<file path="config.mk">
export PLATFORM = sky130hd
export DESIGN_NAME = alien_sprite_renderer
export DESIGN_NICKNAME = d
export VERILOG_FILES = /design/src/rtl/alien_sprite_renderer.sv
export SDC_FILE = /design/constraint.sdc
export NUM_CORES = 1
export LEC_CHECK = 0
export ABC_AREA = 1
export CAP_MARGIN = 20
export CELL_PAD_IN_SITES_DETAIL_PLACEMENT = 0
export CELL_PAD_IN_SITES_GLOBAL_PLACEMENT = 1
export CORE_UTILIZATION = 40
export CTS_CLUSTER_DIAMETER = 30
export DETAILED_ROUTE_END_ITERATION = 8
export GPL_ROUTABILITY_DRIVEN = 0
export MAX_ROUTING_LAYER = met4
export PLACE_DENSITY = 0.91
export SLEW_MARGIN = 20
export SYNTH_ARGS = -nofsm -noshare
export SYNTH_HDL_FRONTEND = slang
export SYNTH_SLANG_ARGS = --single-unit
</file>
<file path="constraint.sdc">
create_clock -name clk -period 4.55 [get_ports clk]
set_input_delay 1.1375 -clock clk [delete_from_list [all_inputs] [get_ports clk]]
set_output_delay 1.1375 -clock clk [all_outputs]
set_load 0.01 [all_outputs]
</file>
<file path="src/rtl/alien_sprite_renderer.sv">
// Turns alien position updates into framebuffer pixel writes: erase the old sprite, then draw the new one.
// One pixel per cycle while busy; position changes during a render are dropped in favour of the latest one.
module alien_sprite_renderer #(
  parameter int                     SPR_W        = 8,
  parameter int                     SPR_H        = 4,
  parameter logic [SPR_W*SPR_H-1:0] SPRITE       = 32'hA5FFDB3C,
  parameter logic [2:0]             ALIEN_COLOUR = 3'b010,
  parameter logic [2:0]             BG_COLOUR    = 3'b000,
  parameter int                     SCR_W        = 160,
  parameter int                     SCR_H        = 120
) (
  input  logic       clk,
  input  logic       reset,
  input  logic [7:0] alien_x,
  input  logic [6:0] alien_y,
  input  logic       redraw,
  output logic [7:0] vga_x,
  output logic [6:0] vga_y,
  output logic [2:0] colour,
  output logic       plot,
  output logic       busy,
  output logic       done
);

  localparam int CW = (SPR_W > 1) ? $clog2(SPR_W) : 1;
  localparam int RW = (SPR_H > 1) ? $clog2(SPR_H) : 1;
  localparam int IW = (SPR_W * SPR_H > 1) ? $clog2(SPR_W * SPR_H) : 1;
  localparam logic [CW-1:0] COL_LAST = CW'(SPR_W - 1);
  localparam logic [RW-1:0] ROW_LAST = RW'(SPR_H - 1);

  typedef enum logic [1:0] {IDLE, ERASE, DRAW, FINISH} state_t;

  state_t        state, state_n;
  logic [CW-1:0] col, col_n;
  logic [RW-1:0] row, row_n;
  logic [7:0]    new_x, drawn_x, base_x, pix_x;
  logic [6:0]    new_y, drawn_y, base_y, pix_y;
  logic [IW-1:0] pix_idx;
  logic          drawn_valid;
  logic          trigger, last_pix, scanning_n, clipped, opaque;

  // Output registers are loaded from the next state/counters so a pixel appears in the same cycle as its state.
  always_comb begin
    state_n  = state;
    col_n    = col;
    row_n    = row;
    trigger  = (alien_x != drawn_x) || (alien_y != drawn_y) || !drawn_valid || redraw;
    last_pix = (col == COL_LAST) && (row == ROW_LAST);

    case (state)
      IDLE: begin
        if (trigger) begin
          state_n = drawn_valid ? ERASE : DRAW;
          col_n   = '0;
          row_n   = '0;
        end
      end
      ERASE, DRAW: begin
        if (last_pix) begin
          state_n = (state == ERASE) ? DRAW : FINISH;
          col_n   = '0;
          row_n   = '0;
        end else if (col == COL_LAST) begin
          col_n = '0;
          row_n = row + 1'b1;
        end else begin
          col_n = col + 1'b1;
        end
      end
      FINISH:  state_n = IDLE;
      default: state_n = IDLE;
    endcase

    scanning_n = (state_n == ERASE) || (state_n == DRAW);

    // A draw starting straight from IDLE has not latched new_x/new_y yet, so take the live inputs.
    if (state_n == ERASE) begin
      base_x = drawn_x;
      base_y = drawn_y;
    end else if (state == IDLE) begin
      base_x = alien_x;
      base_y = alien_y;
    end else begin
      base_x = new_x;
      base_y = new_y;
    end

    pix_x   = base_x + 8'(col_n);
    pix_y   = base_y + 7'(row_n);
    pix_idx = IW'(row_n) * IW'(SPR_W) + IW'(col_n);
    clipped = (int'(pix_x) >= SCR_W) || (int'(pix_y) >= SCR_H);
    opaque  = (state_n == ERASE) || SPRITE[pix_idx];
  end

  always_ff @(posedge clk) begin
    if (reset) begin
      state       <= IDLE;
      col         <= '0;
      row         <= '0;
      new_x       <= '0;
      new_y       <= '0;
      drawn_x     <= '0;
      drawn_y     <= '0;
      drawn_valid <= 1'b0;
      vga_x       <= '0;
      vga_y       <= '0;
      colour      <= '0;
      plot        <= 1'b0;
      busy        <= 1'b0;
      done        <= 1'b0;
    end else begin
      state <= state_n;
      col   <= col_n;
      row   <= row_n;
      if (state == IDLE && trigger) begin
        new_x <= alien_x;
        new_y <= alien_y;
      end
      if (state == FINISH) begin
        drawn_x     <= new_x;
        drawn_y     <= new_y;
        drawn_valid <= 1'b1;
      end
      plot <= scanning_n && opaque && !clipped;
      busy <= scanning_n;
      done <= (state_n == FINISH);
      if (scanning_n) begin
        vga_x  <= pix_x;
        vga_y  <= pix_y;
        colour <= (state_n == ERASE) ? BG_COLOUR : ALIEN_COLOUR;
      end
    end
  end

endmodule

</file>
Word-level counts from Yosys, hierarchy flattened --
Memories as Yosys holds them, arrays and structs flattened. Index checks and enable logic that the tools add are counted. W data, S select, Z words.
Word-level totals: register bits 59, logic and storage cells 66, memory bits (read-only) 32, output and inout port bits 21, memories kept 1, memory bits (writable) 0, latch bits 0
Memory list:
- (name not given) | depth 32, width 1, read ports 1, clocked after Yosys merged registers in 0, write ports 0, RTL line 92 | opaque = (state_n == ERASE) || SPRITE[pix_idx];
Operators by class: $mul 0, div/mod/pow operators 0, $add $sub $neg 5, multiplexer cells 19, eq/ne operators 10, reduce and logical (&&, ||, !) cells 14, magnitude comparators 3, shift operators 0, bitwise logic cells 0
Operators with widths (count):
- $mux W8 | 2
- $mux W2 | 7
- $mux W7 | 2
- $eq A2 B2 Y1 const B | 5
- $mux W3 | 3
- $add A8 B3 Y8 | 1
- $ge A8 B8 Y1 const B | 1
- $ne A8 B8 Y1 | 1
- $add A7 B2 Y7 | 1
- $ge A7 B7 Y1 const B | 1
- $ne A7 B7 Y1 | 1
- $logic_or A1 B1 Y1 | 6
- $lt A5 B6 Y1 const B | 1
- $pmux W2 S3 | 1
- $pmux W3 S2 | 1
- $add A5 B3 Y5 | 1
- $eq A2 B1 Y1 const B | 2
- $logic_and A1 B1 Y1 | 4
- $pmux W2 S2 | 1
- $add A3 B1 Y3 const B | 1
- $eq A3 B3 Y1 const B | 1
- $add A2 B1 Y2 const B | 1
- $logic_not A1 Y1 | 2
- $logic_not A2 Y1 | 1
- 2 further kinds | 3

Depth between registers and ports, before layout --
Gate-level depths: netlist (run 1).
depth in word-level cells 13, mapped depth 25

Worst setup path after synthesis (run 1) --
No wires, ideal clock.
kind input-to-reg, from in alien_x[0], to reg plot, stages 25, setup time 118 ps, path slack 303 ps, data arrival time 4129 ps, data required time 4432 ps, cell sequence inv_2 > nand2_1 > inv_1 > nor2_1 > nand2_2 > nor2_4 > nand2_1 > o211ai_1 > nand2_1 > ha_1 > inv_2 > buf_6 > clkbuf_1 > o21ai_0 > o22ai_1 > ha_1 > inv_1 > fa_1 > nor2_2 > nand2_1 > nor2_2 > xnor2_1 > nand3_1 > nand3_1 > a21oi_2
Between the ends: longest elaborated chain between the ends 13, elaborated cells between the ends (all ways) 28
RTL lines:
- from (decl) | RTL line 14 | input logic [7:0] alien_x,
- $ne A8 B8 Y1 * | RTL line 47 | trigger = (alien_x != drawn_x) || (alien_y != drawn_y) || !drawn_valid || redraw;
- $logic_or A1 B1 Y1 * (3 in series) | RTL line 47
- $mux W2 * | RTL line 52 | if (trigger) begin
- $pmux W2 S3 * | RTL line 50 | case (state)
- named net state_n[0] | RTL line 33 | state_t state, state_n;
- $eq A2 B1 Y1 | RTL line 74, 77, 92
- $mux W8 or $mux W7 (tied branches) | RTL line 77 | if (state_n == ERASE) begin
- $add A8 B3 Y8 or $add A7 B2 Y7 (tied branches) | RTL line 88, 89
- $ge A8 B8 Y1 or $ge A7 B7 Y1 (tied branches) | RTL line 91 | clipped = (int'(pix_x) >= SCR_W) || (int'(pix_y) >= SCR_H);
- $logic_or A1 B1 Y1 | RTL line 91
- $logic_not A1 Y1 | RTL line 124 | plot <= scanning_n && opaque && !clipped;
- $logic_and A1 B1 Y1 * | RTL line 124
- to (signal assigned) | RTL line 124
- to (decl) | RTL line 20 | output logic plot,
The timed path passes the listed nets; every way through them passes the cells marked *. The select of a mux whose other input is x is not followed. A chain may end at the register's enable or synchronous reset.

Worst setup path in the final report (run 1) --
from in alien_y[4], to reg plot
Between the ends: longest elaborated chain between the ends 13, elaborated cells between the ends (all ways) 28
RTL lines:
- from (decl) | RTL line 15 | input logic [6:0] alien_y,
- $ne A7 B7 Y1 * | RTL line 47
- $logic_or A1 B1 Y1 * (3 in series) | RTL line 47
- $mux W2 * | RTL line 52
- $pmux W2 S3 * | RTL line 50
- named net state_n[0] | RTL line 33
- $eq A2 B1 Y1 | RTL line 74, 77, 92
- $mux W8 or $mux W7 (tied branches) | RTL line 77
- $add A8 B3 Y8 or $add A7 B2 Y7 (tied branches) | RTL line 88, 89
- $ge A8 B8 Y1 or $ge A7 B7 Y1 (tied branches) | RTL line 91
- $logic_or A1 B1 Y1 | RTL line 91
- $logic_not A1 Y1 | RTL line 124
- $logic_and A1 B1 Y1 * | RTL line 124
Marks and branches as above.

==> run summary, run 1 <==
run status -> completed
Sw Share -> 29.4%
starting density of the core -> 41.6%
CP Max Fanout -> 10
Netlist cell types -> 35
WL met2 -> 4.23 mm
Final Skew -> 10.7 ps
top sig layer -> met4
slowest cell on the critical path -> clkdlybuf4s50_1
Final Setup Violations -> 0
Die Height -> 94.7 microns
FP Rows -> 33
synthesized area -> 3440 sq um
initial antenna violation count -> 0
total wire length -> 8.99 mm
most used cell, CP -> nand2_1
Core ar. -> 8260 sq um
clk buf depth -> 2
Power Internal -> 0.848 mW
Die ar. -> 8960 sq um
delay-heaviest family, CP -> compound AO/OA/AOI/OAI gates
Avg Synthesized Cell Area -> 6.63 sq um
post-CTS setup buffers -> 0
power share of the combinational group -> 20.6%
Final nets -> 621
clock-pin transition on the worst setup and hold timing paths -> 60 ps
final std cells w/o fill -> 696
Area after DPL -> 4140 sq um
Ant. Diodes -> 0
final hold vios -> 0
final worst path period share -> 93.0%
# DRC -> 0
worst hold path class -> register to register
Post-Place Cells -> 681
sequential share of power -> 45.4%
Layout Area Growth over Synthesis -> 26.5%
commonest non-fill, non-tap cell in the layout -> nand2_1
CP Class -> input pin to register
cell area after layout -> 4350 sq um
antenna-violating nets left -> 0
post-layout minimum cycle time -> 4230 ps
most frequent cells in the layout -> nand2_1 (111), nor2_1 (67), dfxtp_1 (57)
f_max -> 236 MHz
WL met1 -> 4.09 mm
met3 wire len -> 535 microns
depth of the CTS H-tree -> 3
Worst Path Arrival -> 4460 ps
Worst-Skew Late Latency -> 340 ps
Num CTS Buffers -> 9
clock root buffer -> clkbuf_8
Vias -> 3,423
#FFs+latches synth -> 57
maxcap violations -> 0
Leak Pwr -> 2.11 nW
clock sinks -> 57
pwr dens -> 276 nW/um^2
Final Max Tran Viols -> 0
post-synthesis sequential area ratio -> 33.2%
Syn Inst Count -> 518
largest net degree at the start of global routing -> 40
First-pass DRT Iterations -> 4
Hold WS -> 471 ps
post-DR vias/cell -> 4.92
gr ovfl total -> 0
CP Capture Type -> register
clock share of power -> 34.0%
vias in the first global route -> 3,034
post_cts resized -> 0
IO Pins -> 39
layout cells sized above 1 -> 16.1%
Peak VDD IR -> 0.000153 V
Yosys warning total -> 0
Initial DRC Count -> 160
input/output buffers -> 36
Hold-fix buffers, CTS -> 0
cell breakdown of the critical path -> clkdlybuf4s50_1 -> inv_1 -> nand2_1 -> nand2_1 -> nor2_1 -> nand2_1 -> nor2_4 -> nand2_1 -> o211ai_1 -> nand2_1 -> ha_4 -> inv_4 -> o21ai_0 -> o22ai_1 -> buf_4 -> ha_1 -> a21o_1 -> a21oi_2 -> nor2_1 -> nand3_1 -> xor2_1 -> o21ai_1 -> nand3_1 -> a21oi_2
crit path buf inv count -> 4
HPWL Detailed -> 6.81 mm
die width -> 94.7 microns
P_sw -> 0.354 mW
CP required -> 4780 ps
Startpoint Class -> input pin
CTS tree -> built
Max stage delay on crit path -> 540 ps
WL per Instance -> 12.9 microns
Total GRT Usage -> 21.9%
Max-slew headroom -> 52.2%
worst slew pin tran -> 715 ps
first-pass GRT wire length -> 14.4 mm
Layout Utilization -> 52.7%
-- state kept, by name, indices dropped and copies added, names as in the netlist --
name         flops
new_x            8
drawn_y          7
done             1
new_y            7
col              3
plot             1
vga_y            7
vga_x            8
drawn_valid      1
state            2
busy             1
drawn_x          8
colour           1
row              2
-- final timing paths --
path                                            start               endpoint  slack (ps)  depth (start not counted)
worst max register to register    state[1]$_SDFF_PP0_        plot$_SDFF_PP0_        1080                         21
worst min-delay path            new_x[3]$_SDFFE_PP0P_  new_x[3]$_SDFFE_PP0P_         470                          2
worst max-delay path                       alien_y[4]        plot$_SDFF_PP0_         320                         24
worst min register to register  new_x[3]$_SDFFE_PP0P_  new_x[3]$_SDFFE_PP0P_         470                          2
-- through the flow --
step / worst slack [ps] / power [mW] / setup TNS, ps
3_5_place_dp: -242 / 0.801 / -523
3_3_place_gp: -166 / 0.795 / -236
6_report: 318 / 1.20 / 0
4_1_cts: 136 / 1.21 / 0
5_1_grt: -1.74 / 1.27 / -1.74
2_1_floorplan: 303 / 0.692 / 0
-- kinds of logic after synthesis --
family                     share of synthesized area, %
xor gates and xnor gates                           2.80
DFF                                                33.2
buffers and inverters                              10.8
AOI/OAI and AO/OA                                  20.6
other                                             0.109
adders and majority gates                          6.26
and+or+nand+nor                                    26.2
-- metal layers --
| metal | global-route usage (%) | up-vias |
|---|---|---|
| met5 | - | - |
| met1 | 27.2 | 1518 |
| met3 | 5.80 | 13 |
| met4 | 7.32 | 0 |
| li1 | - | 1787 |
| met2 | 34.4 | 105 |
-- power by group through the flow --
| stage | Combinational [mW] | Clock (mW) | Sequential [mW] |
|---|---|---|---|
| finish | 0.248 | 0.408 | 0.545 |
| CTS | 0.246 | 0.417 | 0.545 |
| global route | 0.276 | 0.444 | 0.548 |
| floorplan | 0.131 | 0 | 0.561 |
| detailed placement | 0.245 | 0 | 0.556 |
| global placement | 0.240 | 0 | 0.555 |
-- synth_stat cells --
cell type / instances / share of area (%)
a21o_1: 1 / 0.22
a21oi_1: 50 / 7.3
a21oi_2: 2 / 0.51
a21oi_4: 1 / 0.47
a22oi_1: 4 / 0.87
a31oi_4: 1 / 0.62
and2_1: 1 / 0.18
buf_2: 3 / 0.44
buf_4: 4 / 0.87
buf_6: 1 / 0.33
clkbuf_1: 13 / 1.4
clkinv_1: 1 / 0.11
conb_1: 1 / 0.11
dfxtp_1: 57 / 33
fa_1: 2 / 1.2
ha_1: 14 / 5.1
inv_1: 56 / 6.1
inv_2: 14 / 1.5
nand2_1: 111 / 12
nand2_2: 7 / 1.3
nand3_1: 15 / 2.2
nand3_2: 1 / 0.29
nand3b_1: 3 / 0.66
nand3b_4: 1 / 0.58
nand4_1: 1 / 0.18
nor2_1: 67 / 7.3
nor2_2: 4 / 0.73
nor2_4: 2 / 0.66
o211ai_1: 4 / 0.87
o21ai_0: 54 / 7.9
o21ai_1: 5 / 0.73
o21ai_2: 1 / 0.25
o22ai_1: 5 / 0.91
xnor2_1: 4 / 1.0
xor2_1: 7 / 1.8
-- worst reg2reg max path, delay by kind of cell (launching register included) --
kind / cells / cell delay [ps]
AOI/OAI and AO/OA: 4 / 490
xor gates and xnor gates: 1 / 200
DFF: 1 / 340
buffers and inverters: 6 / 510
adders and majority gates: 3 / 940
and+or+nand+nor: 7 / 890
-- final cells by class --
type,instances,area (sq um)
repair buffers,78,691
inverters,71,269
fillers,843,3910
clock buffers,11,141
clock inverters,4,20.0
flip-flops and latches,57,1140
well taps,105,131
multi-input cells,370,1950
Power figures use the tool's default switching activity.
==> run 2: changes to the inputs <==
CAP_MARGIN = default   (was 20)
CELL_PAD_IN_SITES_GLOBAL_PLACEMENT = 2   (was 1)
CORE_UTILIZATION = 31   (was 40)
SLEW_MARGIN = default   (was 20)
==> run 2 against run 1 <==
Net effect: cell area is 3.7% higher; total power increased by 13%; sequential power about the same; clock power grew 36%; largest power group is now the clock network; register-to-register slack lost 30 ps; cell count up 5.7%; wire length increased by 5.8%; die area grew 28%; hold slack hardly changed; non-clock buffer count up 4; first-iteration DRC count down 24%; sequential share of layout area down 0.94 points.
==> run summary, run 2 (same netlist as run 1, synthesis figures left out) <==
run status -> completed
first-pass GRT wire length -> 15.3 mm
First-pass DRT Iterations -> 4
depth of the CTS H-tree -> 3
clock root buffer -> clkbuf_8
Startpoint Class -> input pin
crit path buf inv count -> 4
Peak VDD IR -> 0.000182 V
Area after DPL -> 4220 sq um
Final nets -> 625
Final Max Tran Viols -> 0
Initial DRC Count -> 122
Vias -> 3,372
final worst path period share -> 94.4%
vias in the first global route -> 3,018
starting density of the core -> 31.7%
HPWL Detailed -> 7.11 mm
clock sinks -> 57
Tot Pwr -> 1.36 mW
Total GRT Usage -> 18.0%
Worst-Skew Late Latency -> 340 ps
Worst Path Arrival -> 4520 ps
Max-slew headroom -> 48.6%
CP Class -> input pin to register
Layout Area Growth over Synthesis -> 31.2%
commonest non-fill, non-tap cell in the layout -> nand2_1
layout cells sized above 1 -> 18.0%
cell area after layout -> 4510 sq um
Final Skew -> 8.82 ps
FP Rows -> 38
Largest regs -> drawn_x: 8 flops, new_x: 8 flops, vga_x: 8 flops
f_max -> 233 MHz
post-layout minimum cycle time -> 4290 ps
final hold vios -> 0
most frequent cells in the layout -> nand2_1 (111), nor2_1 (64), dfxtp_1 (57)
post-DR vias/cell -> 4.58
Die ar. -> 11,500 sq um
Die Height -> 107 microns
Hold-fix buffers, CTS -> 0
Post-Place Cells -> 719
setup TNS -> 0 ps
largest net degree at the start of global routing -> 40
cell breakdown of the critical path -> clkdlybuf4s50_1 -> inv_2 -> nand2_2 -> nand2_1 -> nor2_2 -> nand2_2 -> nor2_4 -> nand2_1 -> o211ai_1 -> nand2_1 -> ha_2 -> inv_4 -> o21ai_0 -> o22ai_2 -> ha_2 -> inv_1 -> fa_2 -> nor2_2 -> nand2_1 -> nor2_2 -> xnor2_2 -> nand3_1 -> nand3_1 -> a21oi_2
maxcap violations -> 0
CP required -> 4780 ps
total wire length -> 9.51 mm
clock-pin transition on the worst setup and hold timing paths -> 70 ps
final std cells w/o fill -> 736
worst hold path class -> register to register
slowest cell on the critical path -> clkdlybuf4s50_1
Ant. Diodes -> 0
CP Max Fanout -> 8
clk buf depth -> 2
Fill cells -> 1,182
input/output buffers -> 36
antenna-violating nets left -> 0
die width -> 107 microns
worst slew pin tran -> 769 ps
Num CTS Buffers -> 9
WL per Instance -> 12.9 microns
gr ovfl total -> 0
Final Setup Violations -> 0
CTS tree -> built
IO Pins -> 39
Core ar. -> 10,800 sq um
most used cell, CP -> nand2_1
pwr dens -> 301 nW/um^2
CP Capture Type -> register
initial antenna violation count -> 0
# DRC -> 0
delay-heaviest family, CP -> simple AND/OR/NAND/NOR gates
Max stage delay on crit path -> 530 ps
Leak Pwr -> 2.13 nW
==> run 2: changes by cell type in the layout (fill, tap and decap cells not counted), sizes merged <==
| cell | before | now |
|---|---|---|
| buf | 42 | 46 |
| bufinv | 0 | 2 |
| clkinvlp | 0 | 1 |
| dlymetal6s2s | 6 | 1 |
| clkinv | 5 | 3 |
| clkdlybuf4s50 | 30 | 35 |
==> run 2: worst paths after layout <==
path                    startpoint                    end  slack (ps)  cells after the start
max                     alien_x[3]        plot$_SDFF_PP0_         260                     24
min          new_x[5]$_SDFFE_PP0P_  new_x[5]$_SDFFE_PP0P_         470                      2
max reg2reg      col[1]$_SDFF_PP0_        plot$_SDFF_PP0_        1050                     21
min reg2reg  new_x[5]$_SDFFE_PP0P_  new_x[5]$_SDFFE_PP0P_         470                      2
==> run 2: power breakdown <==
part / internal, mW / switching [mW]
Sequential: 0.529 / 0.0151
Clock: 0.336 / 0.220
Combinational: 0.119 / 0.136
Total: 0.984 / 0.371
==> run 2: layout make-up <==
cell class,instances,area [sq um],share of cell area [%]
repair buffers,82,721,16.0
well taps,140,175,3.88
inverters,71,269,5.97
clock inverters,5,77.6,1.72
clock buffers,11,151,3.36
multi-input cells,370,1970,43.8
flip-flops and latches,57,1140,25.3
==> run 2: tightest hold or removal path, stage by stage (launching register included) <==
cell and delay [ps]:
dfxtp_1 310, inv_1 60, a21oi_1 50
==> run 2: routing by layer <==
layer	routed length (microns)	vias up	GRT usage, %
met1	4630	1501	22.7
li1	-	1796	-
met4	82	0	5.09
met3	366	9	3.33
met5	0	-	-
met2	4440	66	29.3
==> run 2: metrics by stage <==
step	setup WS [ps]	utilization, %	hold WS (ps)
4_1_cts	94.9	41.0	472
3_3_place_gp	-247	38.9	456
2_1_floorplan	303	-	441
3_5_place_dp	-268	38.9	460
5_1_grt	-16.6	41.6	504
6_report	257	41.6	471
==> run 2: repair_timing <==
action / 4_1_cts / 5_1_grt
setup buffers: 0 / 1
setup endpoints to repair: 0 / 5
gates resized for setup: 0 / 13
endpoints found under the hold margin: 0 / 0
